===== config.mk =====
export PLATFORM = sky130hd
export DESIGN_NAME = irrigation_display
export DESIGN_NICKNAME = d
export VERILOG_FILES = /design/src/rtl/irrigation_display.sv
export SDC_FILE = /design/constraint.sdc
export NUM_CORES = 1
export LEC_CHECK = 0
export ABC_AREA = 1
export CORE_ASPECT_RATIO = 0.5
export CORE_UTILIZATION = 56
export DETAILED_ROUTE_END_ITERATION = 8
export HOLD_SLACK_MARGIN = 0.1
export PLACE_DENSITY = 0.81
export SLEW_MARGIN = 20
export SYNTH_ARGS = -nofsm -noshare
export SYNTH_HDL_FRONTEND = slang
export SYNTH_SLANG_ARGS = --single-unit

===== constraint.sdc =====
create_clock -name clock -period 1.6 [get_ports clock]
set_input_delay 0.48 -clock clock [delete_from_list [all_inputs] [get_ports clock]]
set_output_delay 0.48 -clock clock [all_outputs]
set_load 0.01 [all_outputs]

===== src/rtl/irrigation_display.sv =====
// irrigation_display: 4-digit multiplexed seven-segment display stage for the
// irrigation controller. Shows tank level, inlet valve, irrigation mode and
// cleaning register. Inputs are captured once per frame. An empty tank while
// irrigating raises an alarm that blinks the whole display.
module irrigation_display #(
  parameter int unsigned SCAN_DIV     = 1000,
  parameter int unsigned BLINK_FRAMES = 64
) (
  input  logic       clock,
  input  logic       reset,
  input  logic [2:0] nivel,
  input  logic       ve,
  input  logic [1:0] modo,
  input  logic [1:0] limpeza,
  output logic [6:0] seg,
  output logic [3:0] an,
  output logic       dp
);

  localparam int unsigned PW = $clog2(SCAN_DIV);
  localparam int unsigned FW = (BLINK_FRAMES > 1) ? $clog2(BLINK_FRAMES) : 1;
  localparam logic [PW-1:0] PRE_LAST = PW'(SCAN_DIV - 1);
  localparam logic [FW-1:0] FRM_LAST = FW'(BLINK_FRAMES - 1);

  // Glyphs as {g,f,e,d,c,b,a}, active-low
  localparam logic [6:0] GL_0    = 7'b1000000;
  localparam logic [6:0] GL_1    = 7'b1111001;
  localparam logic [6:0] GL_2    = 7'b0100100;
  localparam logic [6:0] GL_3    = 7'b0110000;
  localparam logic [6:0] GL_A    = 7'b0001000;
  localparam logic [6:0] GL_F    = 7'b0001110;
  localparam logic [6:0] GL_G    = 7'b1000010;
  localparam logic [6:0] GL_E    = 7'b0000110;
  localparam logic [6:0] GL_DASH = 7'b0111111;
  localparam logic [6:0] GL_OFF  = 7'b1111111;

  typedef enum logic {
    PH_VISIBLE = 1'b0,
    PH_BLANK   = 1'b1
  } phase_e;

  logic [PW-1:0] pre_q, pre_d;
  logic [1:0]    dig_q, dig_d;
  logic [2:0]    snap_nivel_q, snap_nivel_d;
  logic          snap_ve_q, snap_ve_d;
  logic [1:0]    snap_modo_q, snap_modo_d;
  logic [1:0]    snap_limp_q, snap_limp_d;
  logic [FW-1:0] frm_q, frm_d;
  phase_e        phase_q, phase_d;
  logic [6:0]    seg_q, seg_d;
  logic [3:0]    an_q, an_d;
  logic          dp_q, dp_d;

  logic tick;
  logic frame_end;
  logic alarm;

  function automatic logic [6:0] digit_glyph(input logic [1:0] v);
    logic [6:0] g;
    case (v)
      2'd0:    g = GL_0;
      2'd1:    g = GL_1;
      2'd2:    g = GL_2;
      default: g = GL_3;
    endcase
    return g;
  endfunction

  assign tick      = (pre_q == PRE_LAST);
  assign frame_end = tick && (dig_q == 2'd3);
  assign alarm     = (snap_nivel_q == 3'b000) &&
                     ((snap_modo_q == 2'b01) || (snap_modo_q == 2'b10));

  // Prescaler and digit index
  always_comb begin
    pre_d = pre_q + PW'(1);
    dig_d = dig_q;
    if (tick) begin
      pre_d = '0;
      dig_d = dig_q + 2'd1;
    end
  end

  // Per-frame input snapshot
  always_comb begin
    snap_nivel_d = snap_nivel_q;
    snap_ve_d    = snap_ve_q;
    snap_modo_d  = snap_modo_q;
    snap_limp_d  = snap_limp_q;
    if (frame_end) begin
      snap_nivel_d = nivel;
      snap_ve_d    = ve;
      snap_modo_d  = modo;
      snap_limp_d  = limpeza;
    end
  end

  // Blink frame counter and phase; idle and visible whenever the alarm is off
  always_comb begin
    frm_d   = frm_q;
    phase_d = phase_q;
    if (!alarm) begin
      frm_d   = '0;
      phase_d = PH_VISIBLE;
    end else if (frame_end) begin
      if (frm_q == FRM_LAST) begin
        frm_d   = '0;
        phase_d = (phase_q == PH_VISIBLE) ? PH_BLANK : PH_VISIBLE;
      end else begin
        frm_d = frm_q + FW'(1);
      end
    end
  end

  // Digit content decode; blanking is gated by the live alarm so that the
  // frame after an alarm-clearing snapshot is never blank, even though the
  // phase register only returns to visible one cycle later.
  always_comb begin
    seg_d = GL_DASH;
    an_d  = '1;
    dp_d  = 1'b1;
    case (dig_q)
      2'd0: begin
        an_d = 4'b1110;
        case (snap_nivel_q)
          3'b000:  seg_d = GL_0;
          3'b001:  seg_d = GL_1;
          3'b011:  seg_d = GL_2;
          3'b111:  seg_d = GL_3;
          default: seg_d = GL_DASH;
        endcase
      end
      2'd1: begin
        an_d  = 4'b1101;
        seg_d = snap_ve_q ? GL_A : GL_F;
      end
      2'd2: begin
        an_d = 4'b1011;
        case (snap_modo_q)
          2'b00:   seg_d = GL_DASH;
          2'b01:   seg_d = GL_A;
          2'b10:   seg_d = GL_G;
          default: seg_d = GL_E;
        endcase
      end
      default: begin
        an_d  = 4'b0111;
        seg_d = digit_glyph(snap_limp_q);
        dp_d  = !alarm;
      end
    endcase
    if (alarm && (phase_q == PH_BLANK)) begin
      seg_d = GL_OFF;
      an_d  = '1;
      dp_d  = 1'b1;
    end
  end

  // State and output registers
  always_ff @(posedge clock or negedge reset) begin
    if (!reset) begin
      pre_q        <= '0;
      dig_q        <= '0;
      snap_nivel_q <= '0;
      snap_ve_q    <= 1'b0;
      snap_modo_q  <= '0;
      snap_limp_q  <= '0;
      frm_q        <= '0;
      phase_q      <= PH_VISIBLE;
      seg_q        <= '1;
      an_q         <= '1;
      dp_q         <= 1'b1;
    end else begin
      pre_q        <= pre_d;
      dig_q        <= dig_d;
      snap_nivel_q <= snap_nivel_d;
      snap_ve_q    <= snap_ve_d;
      snap_modo_q  <= snap_modo_d;
      snap_limp_q  <= snap_limp_d;
      frm_q        <= frm_d;
      phase_q      <= phase_d;
      seg_q        <= seg_d;
      an_q         <= an_d;
      dp_q         <= dp_d;
    end
  end

  assign seg = seg_q;
  assign an  = an_q;
  assign dp  = dp_q;

endmodule


# ---- After elaboration in Yosys (flattened, before gate mapping)
# Cells that the tools add are included.
# Widths: inputs -> output; s select.
dict set report op_classes {
  n_eq_ne 14
  n_reduce_logical 11
  muxes 18
  n_addsub 3
}
# operator count
set ops {}
lappend ops {{$pmux 7 s3} 3}
lappend ops {{$pmux 7 s4} 1}
lappend ops {{$mux 6} 3}
lappend ops {{$pmux 4 s3} 1}
lappend ops {{$add 10x1->10 const B} 1}
lappend ops {{$eq 10x10->1 const B} 1}
lappend ops {{$mux 10} 1}
lappend ops {{$eq 2x2->1 const B} 4}
lappend ops {{$mux 7} 1}
lappend ops {{$add 6x1->6 const B} 1}
lappend ops {{$eq 2x1->1 const B} 3}
lappend ops {{$eq 6x6->1 const B} 1}
lappend ops {{$logic_not 2->1} 3}
lappend ops {{$mux 1} 6}
lappend ops {{$mux 4} 1}
lappend ops {{$eq 3x1->1 const B} 1}
lappend ops {{$eq 3x2->1 const B} 1}
lappend ops {{$eq 3x3->1 const B} 1}
lappend ops {{$logic_and 1x1->1} 3}
lappend ops {{$logic_not 3->1} 1}
lappend ops {{$mux 3} 1}
lappend ops {{$reduce_or 3->1} 1}
lappend ops {{$add 2x1->2 const B} 1}
lappend ops {{$ne 2x1->1 const B} 1}
lappend ops {{4 further kinds} 4}
dict set report word_totals {
  in_bits 10
  reg_bits 39
  word_cells 57
  output_inout_bits 12
}

# ---- Longest topological paths before layout
dict set report depth {
  ltp_word 6
  mapped_depth 8
  depth_no_buf 8
}

# ---- Least setup slack after synthesis
# Ideal clock, no wire load.
dict set report synth_timing {
  kind {register to register}
  start {register snap_modo_q[0]}
  end {register phase_q}
  arrival_ns 1.303
  path_stages_with_launch 9
  path_slack_ns 0.232
  path_buffers 0
  path_cell_list {dfrtp_1 -> inv_1 -> ha_1 -> inv_1 -> nor2_8 -> inv_2 -> nor2_1 -> nand3_1 -> nand2_1}
}
dict set report synth_between {
  elab_chain_len 5
  word_cells_on_any_way 8
  classes_between {eq/ne (4); mux (1); reduce/logical (3)}
}
# element line
set synth_lines {}
lappend synth_lines {{start: declaration} 46} ;# logic [1:0] snap_modo_q, snap_modo_d;
lappend synth_lines {{start signal: assignment} 178} ;# snap_modo_q <= snap_modo_d;
lappend synth_lines {{$eq 2x1->1 or $eq 2x2->1 (tied branches)} 72} ;# ((snap_modo_q == 2'b01) || (snap_modo_q == 2'b10));
lappend synth_lines {{$logic_or 1x1->1 (*)} 72}
lappend synth_lines {{$logic_and 1x1->1 (*)} 71} ;# assign alarm = (snap_nivel_q == 3'b000) &&
lappend synth_lines {{$ne 2x1->1 (no source line) or $ne 2x2->1 (tied branches)} -}
lappend synth_lines {{$reduce_and 2->1 (no source line)} -}
lappend synth_lines {{end signal: assignment} 181} ;# phase_q <= phase_d;
lappend synth_lines {{end: declaration} 49} ;# phase_e phase_q, phase_d;
# Mark *: on every way between the ends. The rest lies on a longest branch, timed or not.
# A chain may end at the register's enable or synchronous reset.

# ---- Final worst setup path
dict set report layout_timing {
  start {register an_q[3] (netlist: an[3])}
  end {output port an[3]}
}
# element line
set layout_lines {}
lappend layout_lines {{start: declaration} 51} ;# logic [3:0] an_q, an_d;
lappend layout_lines {{start signal: assignment} 183} ;# an_q <= an_d;
lappend layout_lines {{end: declaration} 16} ;# output logic [3:0] an,
# No word-level cell between the ends.

==> metrics.md <==
| Metric | Value |
|---|---|
| Largest net degree at the start of global routing | `34` |
| Routed len/inst | `between 10 and 15 um` |
| Critical Path Max Stage Delay | `~530 ps` |
| Number of global-route vias before repair | `1446` |
| Final setup viols | `0` |
| Core ar. | `around 0.0035 mm2` |
| Final wirelength | `roughly 3900 um` |
| CTS tree | `done` |
| Initial DRC Count | `a little over 100` |
| # port buffers | `21` |
| Kind of critical path | `reg -> out` |
| Worst setup EP type | `output port` |
| CP Cell Sequence | `dlygate4sd2_1` |
| Most frequent cells in the layout | `nand2_1, inv_1, dfrtp_1` |
| Post-DRT Antenna Nets | `0` |
| CP Launch Type | `flop` |
| Number of diodes | `0` |
| Status | `finished, final reports clean` |
| Die height | `approximately 46 um` |
| Worst Reg-to-Reg Cells | `7` |
| Hold slack | `between 500 and 600 ps` |
| Final #Nets | `305` |
| Row cnt | `15` |
| H-Tree Depth | `2` |
| Register bit count reported by yosys | `39` |
| Clock Path Buffers | `2` |
| Mux cell area share after synthesis | `0` |
| Synth Net Count | `roughly 270` |
| Total negative setup slack | `0 ps` |
| Vias | `1646` |
| HPWL after DPL | `2920 um` |
| Synthesis-to-layout area growth | `19.6%` |
| Antenna violations before repair | `0` |
| Placed Cells | `~320` |
| Clk pin slew, worst setup/hold paths | `roughly 80 ps` |
| Max Cap Viol | `0` |
| Crit-path slowest cell | `dfstp_2` |
| WP data arrival | `roughly 1100 ps` |
| GPL Wtd Cong | `around 0.86` |
| Fin crit period | `1560 ps` |
| Clock sink total | `39` |
| Cells after synthesis | `approximately 250` |
| Max VDD drop | `0.508 mV` |
| Post-Synth Simple-Gate Area | `0.279` |
| Post-Synth Adder-Cell Area | `0.0945` |
| Final cell count without fillers | `331` |
| Final Max Slew Viols | `0` |
| Die width | `between 80 and 90 um` |
| RSZ-0062 raised after global routing | `no` |
| Post-Synth XOR/XNOR Area | `0.00826` |
| Layout cells sized above 1 | `0.193` |
| Most common cell after layout, fill and taps aside | `nand2_1` |
| Leak Pwr | `between 1 and 1.5 nW` |
| Top achievable clock speed | `about 640 MHz` |
| DR DRC count | `0` |
| Compound-Gate Fraction of Synth Area | `0.0832` |
| Clk_skew | `2.43 ps` |
| Top_reg_cell synth | `dfrtp_1` |
| Period utilisation layout | `0.978` |
| Cell Area, Synth | `between 0.002 and 0.0025 mm2` |
| Syn Area/Cell | `8.58 um2` |
| Worst slew margin | `0.835` |
| PD cells | `~770 mW/mm2` |
| CP Max Fanout | `1` |
| First-pass GRT wire length | `6310 um` |
| Routed vias/inst | `4.97` |
| Total CTS buffers | `5` |
| DRT Pass-1 Iters | `4` |
| Synth unique cells | `25` |
| DIE AREA | `approximately 0.004 mm2` |
| CP Data Required Time | `1120 ps` |
| Hold Path Depth | `2` |
| Initial Util | `0.601` |
| Sequential fraction of the synthesis area | `0.468` |
| Boundary Pins | `22` |
| Critical path's top delay family | `flip-flops` |
| Main combinational cell family by area after synthesis | `simple AND/OR/NAND/NOR gates` |
| Bufs and invs on worst path | `1` |
| Reg2reg end | `seg[1]$_DFF_PN1_` |
| Hold_sp | `frm_q[5]$_DFFE_PN0P_` |
| Yosys warns | `0` |
| Slew at the pin with the worst max-slew slack | `around 250 ps` |
| Hold endpoint | `frm_q[5]$_DFFE_PN0P_` |
| R2R setup slack | `approximately 100 ps` |
| Clock insertion delay at the later pin of the skew report | `290 ps` |
| Reg2reg start | `snap_modo_q[0]$_DFFE_PN0P_` |
| Hold Vio Cnt, Final | `0` |
| CTS root buffer | `clkbuf_8` |
| Number of synthesized flops with an enable pin | `0` |
| Gr usage total | `0.221` |
| Async SR Flop Fraction | `1.00` |
| Hold Path Class | `reg -> reg` |
| Overflow after GRT | `0` |
==> what timing repair did <==
action	4_1_cts	5_1_grt
setup buffers	0	0
pin swaps	0	1
gates resized for setup	13	2
cloned	0	0
hold endpoints to repair	6	0
hold buffers	1	0
setup endpoints to repair	12	6
==> through the flow <==
stage          power [mW]  area, um2  utilization  setup slack [ps]
2_1_floorplan        1.06       2120            -               232
3_3_place_gp         1.12       2420        0.686               107
3_5_place_dp         1.13       2420        0.686              58.7
4_1_cts              1.95       2530        0.717              19.1
5_1_grt              1.99       2530        0.718              5.21
6_report             1.94       2530        0.718              35.6
==> synth_stat cells (2+ instances only) <==
library cell	number	share of area
inv_1	30	0.053
o21ai_0	10	0.024
a21oi_2	5	0.021
dfrtp_1	27	0.32
nand2_2	4	0.012
nor2_1	23	0.041
nor2_2	6	0.018
dfstp_2	12	0.15
ha_1	16	0.094
a21oi_1	9	0.021
inv_2	5	0.0089
o21ai_1	6	0.014
nand2_1	60	0.11
nand2_4	2	0.011
nand3_1	20	0.047
nor2_4	2	0.011
xor2_1	2	0.0083
==> power by group <==
| part | leakage (nW) | total (mW) | switching [mW] | internal [mW] |
|---|---|---|---|---|
| Clock | 0.0581 | 0.833 | 0.369 | 0.464 |
| Combinational | 0.767 | 0.0994 | 0.0534 | 0.0461 |
| Sequential | 0.461 | 1.01 | 0.00555 | 1.00 |
==> layout make-up <==
cell class	instances	area, um2
tap	51	63.8
sequential	39	991
multi-input combinational	172	988
fill	285	993
clock buffer	5	68.8
clock inverter	3	43.8
inverter	35	131
timing repair buffer	26	248
==> registers in the layout, summed over array words and instances, names as in the netlist <==
register,flops
snap_limp_q,2
dp,1
pre_q,10
phase_q,1
snap_modo_q,2
dig_q,2
snap_nivel_q,3
seg,7
frm_q,6
snap_ve_q,1
an,4
==> metal layers <==
metal,global-route usage,vias to the layer above,part of all wire
met1,0.260,767,0.46
met5,0,-,0
met3,0.0598,4,0.036
met2,0.402,31,0.49
met4,0.0762,0,0.0091
li1,-,844,-
==> how the worst max path moves through the flow <==
stage / cells past startpoint / to / from
6_report: 1 / an[3] / an[3]$_DFF_PN1_
5_1_grt: 8 / seg[4]$_DFF_PN1_ / snap_modo_q[0]$_DFFE_PN0P_
4_1_cts: 1 / an[3] / an[3]$_DFF_PN1_
3_5_place_dp: 1 / seg[0] / seg[0]$_DFF_PN1_
3_3_place_gp: 1 / an[2] / an[2]$_DFF_PN1_
2_1_floorplan: 8 / phase_q$_DFFE_PN0P_ / snap_modo_q[0]$_DFFE_PN0P_
==> tightest hold or removal path: cells and delay by family, from the launching register on <==
| family | cells | cell delay, ps |
|---|---|---|
| flip-flops | 1 | 370 |
| AND/OR/NAND/NOR | 2 | 120 |
==> logic make-up after synthesis <==
kind of cell             after synthesis
AO/OA/AOI/OAI                         31
XOR/XNOR                               2
adder cells (fa/ha/maj)               16
buffers and inverters                 36
flip-flops                            39
AND/OR/NAND/NOR                      123
(Power assumes the default switching activity.)
